--- config.mk ---
export PLATFORM = sky130hd
export DESIGN_NAME = tdc_delta_packer
export DESIGN_NICKNAME = d
export VERILOG_FILES = /design/src/rtl/tdc_delta_packer_pkg.sv /design/src/rtl/tdc_frame_fifo.sv /design/src/rtl/tdc_delta_packer.sv
export SDC_FILE = /design/constraint.sdc
export NUM_CORES = 1
export LEC_CHECK = 0
export ABC_AREA = 1
export CAP_MARGIN = 0
export CELL_PAD_IN_SITES_DETAIL_PLACEMENT = 0
export CELL_PAD_IN_SITES_GLOBAL_PLACEMENT = 2
export CORE_MARGIN = 4
export CORE_UTILIZATION = 35
export CTS_BUF_LIST = sky130_fd_sc_hd__clkbuf_4 sky130_fd_sc_hd__clkbuf_8 sky130_fd_sc_hd__clkbuf_16
export CTS_CLUSTER_DIAMETER = 150
export CTS_CLUSTER_SIZE = 28
export DETAILED_ROUTE_END_ITERATION = 8
export GPL_TIMING_DRIVEN = 0
export HOLD_SLACK_MARGIN = 0.12
export PLACE_DENSITY = 0.82
export SLEW_MARGIN = 20
export SYNTH_ARGS = -nofsm -noshare
export SYNTH_HDL_FRONTEND = slang
export SYNTH_HIERARCHICAL = 1
export SYNTH_SLANG_ARGS = --single-unit
--- constraint.sdc ---
create_clock -name clk -period 3.13 [get_ports clk]
set_input_delay 0.626 -clock clk [delete_from_list [all_inputs] [get_ports clk]]
set_output_delay 0.626 -clock clk [all_outputs]
set_load 0.03 [all_outputs]
--- src/rtl/tdc_delta_packer_pkg.sv ---
// -----------------------------------------------------------------------------
// tdc_pkg
// Shared definitions for the TDC delta packer:
//   - tdc_state_e : serializer FSM states (S_CHK only reachable when
//                   TDC_CHECKSUM_EN is defined)
//   - FRAME_HDR   : byte that opens every serialized frame
//   - tdc_delta_t : one counter delta, zero-extended to the 16-bit link width
//   - delta_byte  : picks the upper or lower byte of a zero-extended delta
// A frame of deltas is a packed array of CTR_NUMBER x DATA_W bits, declared
// in the top module from this delta type because its size follows the top's
// parameters.
// -----------------------------------------------------------------------------
package tdc_pkg;

    typedef enum logic [2:0] {
        S_IDLE = 3'd0,
        S_HDR  = 3'd1,
        S_HI   = 3'd2,
        S_LO   = 3'd3,
        S_CHK  = 3'd4
    } tdc_state_e;

    localparam logic [7:0] FRAME_HDR   = 8'hA5;
    localparam int         DELTA_MAX_W = 16;

    typedef logic [DELTA_MAX_W-1:0] tdc_delta_t;

    // Upper byte when hi is set, lower byte otherwise.
    function automatic logic [7:0] delta_byte(input tdc_delta_t d, input logic hi);
        logic [7:0] b;
        if (hi) begin
            b = d[15:8];
        end else begin
            b = d[7:0];
        end
        return b;
    endfunction

endpackage

--- src/rtl/tdc_frame_fifo.sv ---
// -----------------------------------------------------------------------------
// tdc_frame_fifo
// Single-clock synchronous FIFO holding whole delta frames.
// Pointers carry one extra bit so full and empty are told apart without a
// separate counter; level is the pointer difference.
// Ports:
//   clk, rst        clock, asynchronous active-low reset
//   wr, wdata       write request and frame data (ignored when full unless
//                   a read happens in the same cycle)
//   rd, rdata       read request; rdata shows the head frame combinationally
//   full, empty     status
//   level           number of stored frames (0..DEPTH)
// -----------------------------------------------------------------------------
module tdc_frame_fifo #(
    parameter int WIDTH = 10,
    parameter int DEPTH = 16
) (
    input  logic                     clk,
    input  logic                     rst,
    input  logic                     wr,
    input  logic [WIDTH-1:0]         wdata,
    input  logic                     rd,
    output logic [WIDTH-1:0]         rdata,
    output logic                     full,
    output logic                     empty,
    output logic [$clog2(DEPTH):0]   level
);

    localparam int AW = $clog2(DEPTH);

    logic [WIDTH-1:0] mem_r [DEPTH];
    logic [AW:0]      wr_ptr_r;
    logic [AW:0]      rd_ptr_r;
    logic             wr_ok_s;
    logic             rd_ok_s;

    assign empty   = (wr_ptr_r == rd_ptr_r);
    assign full    = (wr_ptr_r[AW] != rd_ptr_r[AW]) && (wr_ptr_r[AW-1:0] == rd_ptr_r[AW-1:0]);
    assign level   = wr_ptr_r - rd_ptr_r;
    assign rd_ok_s = rd && !empty;
    // A full FIFO still takes a write when the head leaves in the same cycle.
    assign wr_ok_s = wr && (!full || rd_ok_s);
    assign rdata   = mem_r[rd_ptr_r[AW-1:0]];

    // Frame storage; contents need no reset because the pointers gate them.
    always_ff @(posedge clk) begin
        if (wr_ok_s) begin
            mem_r[wr_ptr_r[AW-1:0]] <= wdata;
        end
    end

    // Read and write pointers.
    always_ff @(posedge clk or negedge rst) begin
        if (!rst) begin
            wr_ptr_r <= {(AW+1){1'b0}};
            rd_ptr_r <= {(AW+1){1'b0}};
        end else begin
            if (wr_ok_s) begin
                wr_ptr_r <= wr_ptr_r + (AW+1)'(1);
            end
            if (rd_ok_s) begin
                rd_ptr_r <= rd_ptr_r + (AW+1)'(1);
            end
        end
    end

endmodule

--- src/rtl/tdc_delta_packer.sv ---
// -----------------------------------------------------------------------------
// tdc_delta_packer
// Turns synchronized counter snapshots into per-counter deltas (modulo
// 2^DATA_W), queues delta frames in tdc_frame_fifo and serializes each frame
// as: 0xA5, then {hi, lo} byte per counter, optionally followed by an XOR
// checksum of all preceding frame bytes.
// Optional feature macro: TDC_CHECKSUM_EN (adds the S_CHK checksum byte).
// Ports:
//   clk          counter-0 domain clock
//   rst          asynchronous active-low reset
//   in_data      snapshot of CTR_NUMBER counters, DATA_W bits each
//   in_valid     one-cycle strobe qualifying in_data
//   out_byte     serialized byte (registered)
//   out_valid    out_byte valid (registered)
//   out_ready    sink accepts out_byte
//   overflow     sticky: a frame was dropped because the FIFO was full
//   fifo_level   frames currently stored in the FIFO
// -----------------------------------------------------------------------------
module tdc_delta_packer
    import tdc_pkg::*;
#(
    parameter int CTR_NUMBER = 1,
    parameter int DATA_W     = 10,
    parameter int FIFO_DEPTH = 16
) (
    input  logic                          clk,
    input  logic                          rst,
    input  logic [DATA_W-1:0]             in_data [CTR_NUMBER],
    input  logic                          in_valid,
    output logic [7:0]                    out_byte,
    output logic                          out_valid,
    input  logic                          out_ready,
    output logic                          overflow,
    output logic [$clog2(FIFO_DEPTH):0]   fifo_level
);

    localparam int FW = CTR_NUMBER * DATA_W;
    localparam int KW = (CTR_NUMBER > 1) ? $clog2(CTR_NUMBER) : 1;

    typedef logic [CTR_NUMBER-1:0][DATA_W-1:0] frame_t;

    logic [DATA_W-1:0] prev_r [CTR_NUMBER];
    logic              primed_r;
    frame_t            delta_s;
    frame_t            fifo_rdata_s;
    frame_t            frame_r;
    logic              push_s;
    logic              pop_s;
    logic              accept_s;
    logic              fifo_full_s;
    logic              fifo_empty_s;
    logic              xfer_s;
    logic              adv_s;
    tdc_state_e        state_r;
    tdc_state_e        state_next_s;
    logic [KW-1:0]     k_r;
    logic [KW-1:0]     k_next_s;
    logic [7:0]        out_byte_r;
    logic [7:0]        byte_next_s;
    logic              out_valid_r;
    logic              overflow_r;
    tdc_delta_t        sel_delta_s;
`ifdef TDC_CHECKSUM_EN
    logic [7:0]        chk_r;
`endif

    assign out_byte   = out_byte_r;
    assign out_valid  = out_valid_r;
    assign overflow   = overflow_r;

    // The first snapshot after reset only establishes the baseline.
    assign push_s   = in_valid && primed_r;
    assign pop_s    = (state_r == S_IDLE) && !fifo_empty_s;
    assign accept_s = push_s && (!fifo_full_s || pop_s);
    assign xfer_s   = out_valid_r && out_ready;
    // Output register may change only in IDLE or when the current byte leaves.
    assign adv_s    = (state_r == S_IDLE) || xfer_s;

    // Per-counter delta; DATA_W-wide subtraction drops the borrow, giving the wrap.
    always_comb begin
        delta_s = {FW{1'b0}};
        for (int i = 0; i < CTR_NUMBER; i++) begin
            delta_s[i] = in_data[i] - prev_r[i];
        end
    end

    // Baseline snapshot and primed flag.
    always_ff @(posedge clk or negedge rst) begin
        if (!rst) begin
            primed_r <= 1'b0;
            for (int i = 0; i < CTR_NUMBER; i++) begin
                prev_r[i] <= {DATA_W{1'b0}};
            end
        end else if (in_valid) begin
            primed_r <= 1'b1;
            for (int i = 0; i < CTR_NUMBER; i++) begin
                prev_r[i] <= in_data[i];
            end
        end
    end

    // Sticky drop flag.
    always_ff @(posedge clk or negedge rst) begin
        if (!rst) begin
            overflow_r <= 1'b0;
        end else if (push_s && !accept_s) begin
            overflow_r <= 1'b1;
        end
    end

    tdc_frame_fifo #(
        .WIDTH (FW),
        .DEPTH (FIFO_DEPTH)
    ) u_fifo (
        .clk   (clk),
        .rst   (rst),
        .wr    (accept_s),
        .wdata (delta_s),
        .rd    (pop_s),
        .rdata (fifo_rdata_s),
        .full  (fifo_full_s),
        .empty (fifo_empty_s),
        .level (fifo_level)
    );

    // Serializer next state and counter index.
    always_comb begin
        state_next_s = state_r;
        k_next_s     = k_r;
        case (state_r)
            S_IDLE: begin
                k_next_s = {KW{1'b0}};
                if (!fifo_empty_s) begin
                    state_next_s = S_HDR;
                end else begin
                    state_next_s = S_IDLE;
                end
            end
            S_HDR: begin
                if (xfer_s) begin
                    state_next_s = S_HI;
                    k_next_s     = {KW{1'b0}};
                end else begin
                    state_next_s = S_HDR;
                end
            end
            S_HI: begin
                if (xfer_s) begin
                    state_next_s = S_LO;
                end else begin
                    state_next_s = S_HI;
                end
            end
            S_LO: begin
                if (xfer_s) begin
                    if (k_r == KW'(CTR_NUMBER - 1)) begin
`ifdef TDC_CHECKSUM_EN
                        state_next_s = S_CHK;
`else
                        state_next_s = S_IDLE;
`endif
                    end else begin
                        state_next_s = S_HI;
                        k_next_s     = k_r + KW'(1);
                    end
                end else begin
                    state_next_s = S_LO;
                end
            end
            S_CHK: begin
                if (xfer_s) begin
                    state_next_s = S_IDLE;
                end else begin
                    state_next_s = S_CHK;
                end
            end
            default: begin
                state_next_s = S_IDLE;
                k_next_s     = {KW{1'b0}};
            end
        endcase
    end

    // Byte to present in the next state; held while the sink stalls.
    always_comb begin
        sel_delta_s                   = {DELTA_MAX_W{1'b0}};
        sel_delta_s[DATA_W-1:0]       = frame_r[k_next_s];
        byte_next_s                   = out_byte_r;
        if (adv_s) begin
            case (state_next_s)
                S_HDR:   byte_next_s = FRAME_HDR;
                S_HI:    byte_next_s = delta_byte(sel_delta_s, 1'b1);
                S_LO:    byte_next_s = delta_byte(sel_delta_s, 1'b0);
`ifdef TDC_CHECKSUM_EN
                // Entered as the last LO leaves, so fold that byte in here.
                S_CHK:   byte_next_s = chk_r ^ out_byte_r;
`endif
                default: byte_next_s = 8'h00;
            endcase
        end else begin
            byte_next_s = out_byte_r;
        end
    end

    // Serializer state, frame register and registered outputs.
    always_ff @(posedge clk or negedge rst) begin
        if (!rst) begin
            state_r     <= S_IDLE;
            k_r         <= {KW{1'b0}};
            frame_r     <= {FW{1'b0}};
            out_byte_r  <= 8'h00;
            out_valid_r <= 1'b0;
        end else begin
            state_r     <= state_next_s;
            k_r         <= k_next_s;
            out_byte_r  <= byte_next_s;
            out_valid_r <= (state_next_s != S_IDLE);
            if (pop_s) begin
                frame_r <= fifo_rdata_s;
            end
        end
    end

`ifdef TDC_CHECKSUM_EN
    // Running XOR of the bytes already sent in the current frame.
    always_ff @(posedge clk or negedge rst) begin
        if (!rst) begin
            chk_r <= 8'h00;
        end else if (pop_s) begin
            chk_r <= 8'h00;
        end else if (xfer_s) begin
            chk_r <= chk_r ^ out_byte_r;
        end
    end
`endif

endmodule

==> results of run 1 <==
[stage by stage]
step | util | hold slack [ns] | cells | power, mW | setup WS [ns]
floorplan | - | 0.330 | 1053 | 6.54 | 0.00897
global placement | 0.386 | 0.457 | 1452 | 8.02 | -1.22
detailed placement | 0.391 | 0.465 | 1459 | 8.12 | -1.25
CTS | 0.421 | 0.494 | 1495 | 9.88 | 0.000729
global route | 0.422 | 0.510 | 1496 | 10.5 | 0.000622
finish | 0.422 | 0.488 | 1496 | 9.80 | 0.195
[registers in the layout, indices dropped and copies added (netlist names)]
signal / flops
frame_r: 10
u_fifo/rd_ptr_r: 5
prev_r: 10
primed_r: 1
out_valid: 1
u_fifo/wr_ptr_r: 5
u_fifo/mem_r: 160
state_r: 3
out_byte: 8
overflow: 1
[kinds of logic (layout without fill, tap and decap cells)]
group	after synthesis	in the layout	synth area share
AOI/OAI and AO/OA	39	39	0.0234
xor gates and xnor gates	15	15	0.0135
adders and majority gates	20	20	0.0273
buffers and inverters	239	310	0.0973
DFF	204	204	0.607
and+or+nand+nor	536	536	0.231
[power groups by stage]
stage               Sequential [mW]  Combinational, mW  Clock [mW]
global route                   3.71               5.06        1.74
detailed placement             3.73               4.38           0
CTS                            3.67               4.57        1.64
floorplan                      3.79               2.75           0
finish                         3.67               4.54        1.59
global placement               3.73               4.28           0
[worst max-delay path: stages, from the launching register on]
cell and delay, ns:
dfrtp_1 0.40, buf_4 0.17, inv_6 0.14, ha_1 0.27, nand2_2 0.11, nor2_4 0.05, nand2_1 0.13, inv_1 0.05
inv_1 0.08, nand3_4 0.11, buf_8 0.18, a211oi_4 0.31, nand2_2 0.13, buf_6 0.19, nor2_4 0.14, buf_12 0.15
[cells in the mapped netlist, types with 2 or more instances]
| cell type | instances | area, um^2 |
|---|---|---|
| nand3_2 | 2 | 20.0 |
| nand2_1 | 368 | 1380 |
| nand3_1 | 122 | 611 |
| nor3_1 | 2 | 10.0 |
| edfxtp_1 | 160 | 4800 |
| buf_2 | 27 | 135 |
| inv_2 | 7 | 26.3 |
| inv_1 | 193 | 724 |
| clkbuf_1 | 7 | 26.3 |
| xor2_1 | 14 | 123 |
| buf_4 | 2 | 15.0 |
| o21ai_1 | 7 | 35.0 |
| nand4_1 | 2 | 12.5 |
| ha_1 | 18 | 225 |
| a21oi_1 | 7 | 35.0 |
| nor2_1 | 28 | 105 |
| o21ai_0 | 16 | 80.1 |
| nor2_4 | 3 | 33.8 |
| nand2_2 | 5 | 31.3 |
| a31oi_1 | 2 | 12.5 |
| o21bai_1 | 2 | 15.0 |
| fa_1 | 2 | 40.0 |
| dfrtp_1 | 44 | 1100 |
[final cells by class]
class                           instances  area share
Buffer                                 36      0.0189
Timing Repair Buffer                   56      0.0634
Clock buffer                           16      0.0273
Inverter                              201      0.0665
Multi-Input combinational cell        610       0.267
Clock inverter                          1     0.00175
Sequential cell                       204       0.515
Tap cell                              372      0.0406
[repair_timing]
| action | CTS | global route |
|---|---|---|
| setup endpoints to repair | 169 | 162 |
| pin swaps | 17 | 2 |
| setup buffers | 19 | 2 |
| hold buffers | 1 | 0 |
| endpoints found under the hold margin | 14 | 0 |
| resized for setup | 40 | 13 |
[worst max path at each step]
stage                                   start                             to  slack, ns  cells past startpoint
2_1_floorplan  u_fifo/rd_ptr_r[2]$_DFFE_PN0P_  u_fifo/mem_r[14][0]$_DFFE_PP_      0.009                     14
3_3_place_gp   u_fifo/rd_ptr_r[2]$_DFFE_PN0P_   u_fifo/mem_r[9][6]$_DFFE_PP_      -1.22                     14
3_5_place_dp   u_fifo/rd_ptr_r[2]$_DFFE_PN0P_   u_fifo/mem_r[9][6]$_DFFE_PP_      -1.25                     14
4_1_cts        u_fifo/rd_ptr_r[1]$_DFFE_PN0P_   u_fifo/mem_r[6][1]$_DFFE_PP_     0.0007                     16
5_1_grt        u_fifo/wr_ptr_r[0]$_DFFE_PN0P_                  fifo_level[4]     0.0006                      8
6_report       u_fifo/rd_ptr_r[1]$_DFFE_PN0P_   u_fifo/mem_r[0][7]$_DFFE_PP_       0.20                     15
[metal layers]
layer	vias up	share of wire
li1	3432	-
met1	3250	0.47
met2	120	0.48
met3	25	0.033
met4	0	0.019
met5	-	0
==> run metrics, run 1 <==
clock-pin slew on the worst setup and hold paths=0.11 ns; H-tree levels=1; Syn Nets=1,087; CTS tree=done; FILL cells=2,716; DP Area=0.0106 mm^2; DRT iter0 DRCs=413; DRT antenna net count=0; Longest Clk Path Bufs=3; CP Capture Type=flip-flop; Internal Power=5.68 mW; vias in the first global route=6,641; Clock Power Share=0.163; Die Footprint=0.0305 mm^2; WP data arrival=3.11 ns; Setup-failing EPs final=0; clock skew=0.0265 ns; met3 Use GR=0.0186; Max Freq=0.341 GHz; Worst slew margin=0.452; average size of a mapped cell=9.23 um^2; worst skew pair latency=0.48 ns; Worst Hold Endpoint=out_byte[0]$_DFFE_PN0P_; post-route minimum period=2.93 ns; Post-synth ARST share=0.216; CTS Root Buffer Type=clkbuf_16; # Max-Cap Violations=0; RSZ-0062 raised after global routing=no; antenna violations before repair=0; # diodes=0; top_reg_cell synth=edfxtp_1; GR Util met2=0.270; power per cell area=854 mW/mm^2; cts bufs inserted=11; post-synth design cell area=0.00972 mm^2; worst-margin pin slew=0.815 ns; number of vias per cell=4.56; die width=175 um; FF+latch area=0.00591 mm^2; sw frac=0.421; commonest cells after routing, fill and taps aside=nand2_1 (367), inv_1 (190), edfxtp_1 (160); Initial Util=0.358; Sink Count=204; ratio of cells with drive above 1 in the final layout=0.114; R2R depth=15; outcome=finished, final reports clean; Final #Nets=1,154; vias=6,827; Synth Instances=1,053; Worst Hold Class=flip-flop to flip-flop; final instance area=0.0115 mm^2; row count=60; GRT busiest layer=met2; multi-input logic area=0.00306 mm^2; # IOs=29; Syn-to-layout area delta=18.0%; drc violations=0; worst-path maximum fanout=16; gr ovfl total=0; Ys Warns=6; Die Y=175 um; Post-synth EDFFs=160; max-slew violation count=0; Flop pwr share=0.375; drt total wl=24,000 um; worst r2r src=u_fifo/rd_ptr_r[1]$_DFFE_PN0P_; largest net degree at the start of global routing=30; routability cong.=0.760; Net Sw Power=4.12 mW; sequential fraction of the synthesis area=0.607; Lkg Pwr=5.19 nW; Gate power share=0.463; met1 usage=0.218; Critical R2R Capture=u_fifo/mem_r[0][7]$_DFFE_PP_; core region area=0.0272 mm^2; Sum Neg Setup Slack=0 ns; GR Util All Layers=0.157; Worst R2R Setup Slack=0.20 ns; kind of critical path=flip-flop to flip-flop; drt pass-1 iters=5; flops & latches, synth=204; HP Start=out_byte[0]$_DFFE_PN0P_; most common cell after layout, fill and taps aside=nand2_1; DPL Wire Length=17,000 um; drt wl/cell=16.0 um; crit path launch type=flip-flop; Distinct cells, synth=36; Critical Path RT=3.31 ns; highest ir drop seen on vdd=0.764 mV; fin crit share=0.938; first-pass GRT wire length=37,600 um; Hold Path Depth=2; port bufs=27; Hold Vio Cnt, Final=0
No activity file was read; power rests on OpenSTA's default activity.
==> run 2, diff against run 1 <==
PLACE_DENSITY = 0.79   (was 0.82)
clock period = 3.2 ns   (was 3.13 ns; I/O delays follow)
==> run 2 against run 1 <==
Total power fell by 2.1%. Core utilization about the same. Count of clock-buffer cells in the layout unchanged. Setup slack got worse by 0.062 ns. Final cell count did not move. First-iteration DRC count fell by 3.4%. Combinational power down 2%. Sequential power is 2% lower. Design area about the same. Critical path type unchanged.
==> run metrics, run 2 (synthesis results as in run 1) <==
outcome=finished, final reports clean; Worst slew margin=0.529 (+0.0771); # Max-Cap Violations=0 (unchanged); first-pass GRT wire length=38,100 um (+1.5%); number of vias per cell=4.47 (-2.0%); final instance area=0.0115 mm^2 (about the same); CTS Root Buffer Type=clkbuf_16; cts bufs inserted=11 (unchanged); GR Util All Layers=0.159 (+0.00189); drt pass-1 iters=6 (+1); worst-margin pin slew=0.705 ns (-0.110 ns); H-tree levels=1 (unchanged); Longest Clk Path Bufs=3 (unchanged); met3 WL=869 um (+11%); crit path launch type=flip-flop; Lkg Pwr=5.20 nW (+0.19%); Largest register FFs=160 (unchanged); Syn-to-layout area delta=18.1% (about the same); Hold WS=0.485 ns (-0.00296 ns); largest net degree at the start of global routing=30 (unchanged); Placed Cells=1,459 (unchanged); DRT iter0 DRCs=399 (-3.4%); ratio of cells with drive above 1 in the final layout=0.113 (-0.000890); power per cell area=836 mW/mm^2 (-2.2%); kind of critical path=flip-flop to flip-flop; Critical Path, Cell by Cell=buf_4, inv_4, buf_8, ha_1, nand2_2, nor2_4, nand2_1, inv_1, inv_1, nand3_4, buf_8, a211oi_4, nand2_2, buf_12, nor2_4, buf_12; Critical Path RT=3.40 ns (+0.09 ns); WL met1=11,200 um (-0.62%); final std cells w/o fill=1,496 (unchanged); fin crit share=0.959 (+0.0209); CTS tree=done; most common cell after layout, fill and taps aside=nand2_1; core region area=0.0272 mm^2 (unchanged); WL met2=11,600 um (+0.84%); drt wl/cell=16.0 um (-0.21%); Critical-path top delay cell=dfrtp_1; Setup-failing EPs final=0 (unchanged); worst-path maximum fanout=11 (-5); Worst Hold Class=flip-flop to flip-flop; gr ovfl total=0 (unchanged); vias in the first global route=6,711 (+1.1%); drt total wl=23,900 um (-0.21%); # IOs=29 (unchanged); highest ir drop seen on vdd=1.03 mV (+34%); DP Area=0.0106 mm^2 (-0.13%); CP max stage delay=0.40 ns (about the same); Initial Util=0.358 (unchanged); Max Freq=0.326 GHz (-4.3%); DPL Wire Length=17,100 um (+0.14%); max-slew violation count=0 (unchanged); clock skew=0.0258 ns (-0.000708 ns); DRT antenna net count=0 (unchanged); worst skew pair latency=0.47 ns (about the same); clock-pin slew on the worst setup and hold paths=0.11 ns (about the same); Sink Count=204 (unchanged); Die Y=175 um (unchanged); routability cong.=0.782 (+2.9%); # diodes=0 (unchanged); Die Footprint=0.0305 mm^2 (unchanged); port bufs=27 (unchanged); drc violations=0 (unchanged); FILL cells=2,744 (+1.0%); WP data arrival=3.26 ns (+0.15 ns); Design Power=9.59 mW (-2.1%); Final #Nets=1,154 (unchanged); post-route minimum period=3.07 ns (+0.132 ns); multi-input logic area=0.00306 mm^2 (about the same); CP Capture Type=flip-flop; die width=175 um (unchanged); vias=6,690 (-2.0%); Hold Vio Cnt, Final=0 (unchanged); antenna violations before repair=0 (unchanged); commonest cells after routing, fill and taps aside=nand2_1 (367), inv_1 (190), edfxtp_1 (160); row count=60 (unchanged); Worst R2R Setup Slack=0.13 ns (-0.06 ns); uppermost routed layer=met4; FF+latch area=0.00591 mm^2 (unchanged)
-- run 2: routing by layer --
metal / track usage / up-vias
met5: 0 / -
met4: 0.0272 / 0
met2: 0.273 / 94
met1: 0.223 / 3138
li1: - / 3439
met3: 0.0177 / 19
-- run 2: final cells by class --
class                   instances  area share
plain buffers                  36      0.0196
well taps                     372      0.0405
flip-flops and latches        204       0.515
repair buffers                 56      0.0633
clock buffers                  16      0.0272
inverters                     201      0.0666
multi-input cells             610       0.266
clock inverters                 1     0.00174
-- run 2: power breakdown --
| group | internal [mW] | leakage (nW) | switching (mW) |
|---|---|---|---|
| Sequential | 3.41 | 1.99 | 0.181 |
| Clock | 0.708 | 0.168 | 0.855 |
| Combinational | 1.45 | 3.04 | 2.99 |
| Total | 5.57 | 5.20 | 4.03 |
-- run 2: critical path: cells and delay by family, from the launching register on --
kind | cells | cell delay [ns]
AO/OA/AOI/OAI | 1 | 0.30
AND/OR/NAND/NOR | 6 | 0.73
flip-flops | 1 | 0.40
adder cells (fa/ha/maj) | 1 | 0.26
buffers and inverters | 8 | 1.09
-- run 2: worst paths after layout --
kind / start / end / cells past startpoint
setup / recovery: u_fifo/rd_ptr_r[1]$_DFFE_PN0P_ / u_fifo/mem_r[3][6]$_DFFE_PP_ / 16
hold / removal: overflow$_DFFE_PN0P_ / overflow$_DFFE_PN0P_ / 1
setup reg to reg: u_fifo/rd_ptr_r[1]$_DFFE_PN0P_ / u_fifo/mem_r[3][6]$_DFFE_PP_ / 16
hold reg to reg: overflow$_DFFE_PN0P_ / overflow$_DFFE_PN0P_ / 1
max in group asynchronous: rst / frame_r[4]$_DFFE_PN0P_ / 3
min in group asynchronous: rst / prev_r[3]$_DFFE_PN0P_ / 2
-- run 2: through the flow --
stage	worst slack, ns	util	TNS, ns
after floorplan	-0.139	-	-13.86
after global placement	-1.68	0.385	-296.83
after detailed placement	-1.30	0.391	-180.93
after CTS	0.00592	0.421	0
after global routing	-0.00236	0.422	-0.00269
final	0.133	0.422	0
-- run 2: timing repair --
item | in CTS | in global routing
buffers inserted | 20 | 1
resized for setup | 41 | 12
endpoints found under the setup margin | 169 | 161
pin swaps | 17 | 2
hold endpoints to repair | 14 | 0
gates cloned | 0 | 0
hold buffers | 1 | 0
==> run 3, diff against run 2 <==
GPL_TIMING_DRIVEN = default   (was 0)
==> run 3 against run 2 <==
Flip-flop and latch count did not move. Critical path depth fell by 9. Via count fell by 1.3%. Worst hold slack got worse by 0.24 ns. Clock power fell by 3%. First-iteration DRC count rose by 7.3%. Combinational power fell by 6.8%. Design area fell by 4.6%. Maximum frequency rose by 3.8%. Critical endpoint is now fifo_level[4].
==> run metrics, run 3 (synthesis results as in run 1) <==
outcome=finished, final reports clean; Worst slew margin=0.371 (-0.159); worst-path maximum fanout=42 (+31); Sum Neg Setup Slack=0 ns (unchanged); WL met1=10,900 um (-2.4%); CTS Root Buffer Type=clkbuf_16; FF+latch area=0.00591 mm^2 (unchanged); WL met2=10,800 um (-6.5%); Initial Util=0.358 (unchanged); cts hold-fix bufs=0 (-1); routability cong.=0.773 (-1.2%); Lkg Pwr=5.04 nW (-3.1%); die width=175 um (unchanged); number of vias per cell=4.48 (+0.12%); drt wl/cell=15.5 um (-3.0%); Sink Count=204 (unchanged); Setup-failing EPs final=0 (unchanged); highest ir drop seen on vdd=0.904 mV (-12%); most common cell after layout, fill and taps aside=nand2_1; Hold Vio Cnt, Final=0 (unchanged); final std cells w/o fill=1,475 (-1.4%); Post-CTS Setup Inserts=0 (-100%); ratio of cells with drive above 1 in the final layout=0.0835 (-0.0295); # IOs=29 (unchanged); multi-input logic area=0.00289 mm^2 (-5.6%); crit path launch type=flip-flop; CTS tree=done; drt pass-1 iters=4 (-2); worst skew pair latency=0.48 ns (about the same); Placed Cells=1,456 (-0.21%); CTS resizes=0 (-100%); Worst Hold Class=input pin to asynchronous set/reset pin; CP Capture Type=output port; Die Footprint=0.0305 mm^2 (unchanged); Longest Clk Path Bufs=3 (unchanged); DPL Wire Length=14,700 um (-14%); FILL cells=2,776 (+1.2%); fin crit share=0.924 (-0.0349); uppermost routed layer=met4; vias in the first global route=6,436 (-4.1%); vias=6,604 (-1.3%); met3 WL=718 um (-17%); worst-margin pin slew=0.940 ns (+0.235 ns); first-pass GRT wire length=36,500 um (-4.1%); antenna violations before repair=0 (unchanged); DRT iter0 DRCs=428 (+7.3%); drt total wl=22,900 um (-4.4%); port bufs=28 (+3.7%); DRT antenna net count=0 (unchanged); Die Y=175 um (unchanged); row count=60 (unchanged); Final #Nets=1,134 (-1.7%); Critical Path RT=2.56 ns (-0.84 ns); post-route minimum period=2.96 ns (-0.112 ns); GR Util All Layers=0.151 (-0.00799); # Max-Cap Violations=0 (unchanged); kind of critical path=flip-flop to output port; WP data arrival=2.32 ns (-0.94 ns); core region area=0.0272 mm^2 (unchanged); max-slew violation count=0 (unchanged); RSZ-0062 raised after global routing=no; clock skew=0.0432 ns (+0.0174 ns); clock-pin slew on the worst setup and hold paths=0.13 ns (+0.02 ns); Largest register FFs=160 (unchanged); drc violations=0 (unchanged); H-tree levels=1 (unchanged); commonest cells after routing, fill and taps aside=nand2_1 (368), inv_1 (193), edfxtp_1 (160); Max Freq=0.338 GHz (+3.8%); largest net degree at the start of global routing=82 (+170%); power per cell area=843 mW/mm^2 (+0.86%); Syn-to-layout area delta=12.7%; gr ovfl total=0 (unchanged); cts bufs inserted=11 (unchanged)
run 3: cell types whose count changed in the layout (fill, tap and decap cells not counted), sizes merged, moves of 2 or more:
cell,change
dlygate4sd2,-2
buf,-11
clkbuf,-8
clkinvlp,-2
run 3: per-layer routing:
layer,vias to the layer above,GRT usage
met2,84,0.255
met3,25,0.0173
met1,3106,0.213
met4,0,0.0314
met5,-,0
li1,3389,-
run 3: area by class of cell:
type,instances,share of cell area
Antenna cell,1,0.000228
Clock buffer,14,0.0272
Clock inverter,1,0.00183
Inverter,201,0.0689
Multi-Input combinational cell,610,0.263
Sequential cell,204,0.539
Tap cell,372,0.0425
Timing Repair Buffer,72,0.0567
run 3: worst paths after layout:
check	from	to	slack [ns]	cells past startpoint
setup reg to reg	u_fifo/wr_ptr_r[1]$_DFFE_PN0P_	u_fifo/mem_r[0][7]$_DFFE_PP_	0.41	11
hold reg to reg	out_byte[1]$_DFFE_PN0P_	out_byte[1]$_DFFE_PN0P_	0.49	2
min in group clk	out_byte[1]$_DFFE_PN0P_	out_byte[1]$_DFFE_PN0P_	0.49	2
hold / removal	rst	u_fifo/wr_ptr_r[3]$_DFFE_PN0P_	0.24	1
setup / recovery	u_fifo/rd_ptr_r[1]$_DFFE_PN0P_	fifo_level[4]	0.24	7
max in group asynchronous	rst	out_byte[4]$_DFFE_PN0P_	2.27	2
run 3: where the power goes:
group	leakage, nW	total (mW)	internal [mW]	switching [mW]
registers	1.99	3.57	3.40	0.165
clock network	0.159	1.52	0.681	0.842
logic	2.89	4.14	1.29	2.84
total	5.04	9.23	5.38	3.85
run 3: critical path, cell delays in order, from the launching register on:
cell	delay (ns)
dfrtp_1	0.41
clkinv_1	0.06
buf_4	0.48
fa_1	0.33
nand3_1	0.09
nand2_1	0.10
xor2_1	0.16
buf_4	0.18
run 3: stage by stage:
stage                      util  total power [mW]  hold WS [ns]  setup WS [ns]  cell area [um^2]
final                     0.403              9.23         0.245          0.244             11000
after global routing      0.403              9.95         0.305          0.120             11000
after CTS                 0.402              9.36         0.273          0.239             10900
after detailed placement  0.390              7.82         0.465          0.160             10600
after global placement    0.390              7.83         0.461          0.141             10600
after floorplan               -              6.39         0.344         -0.139              9740
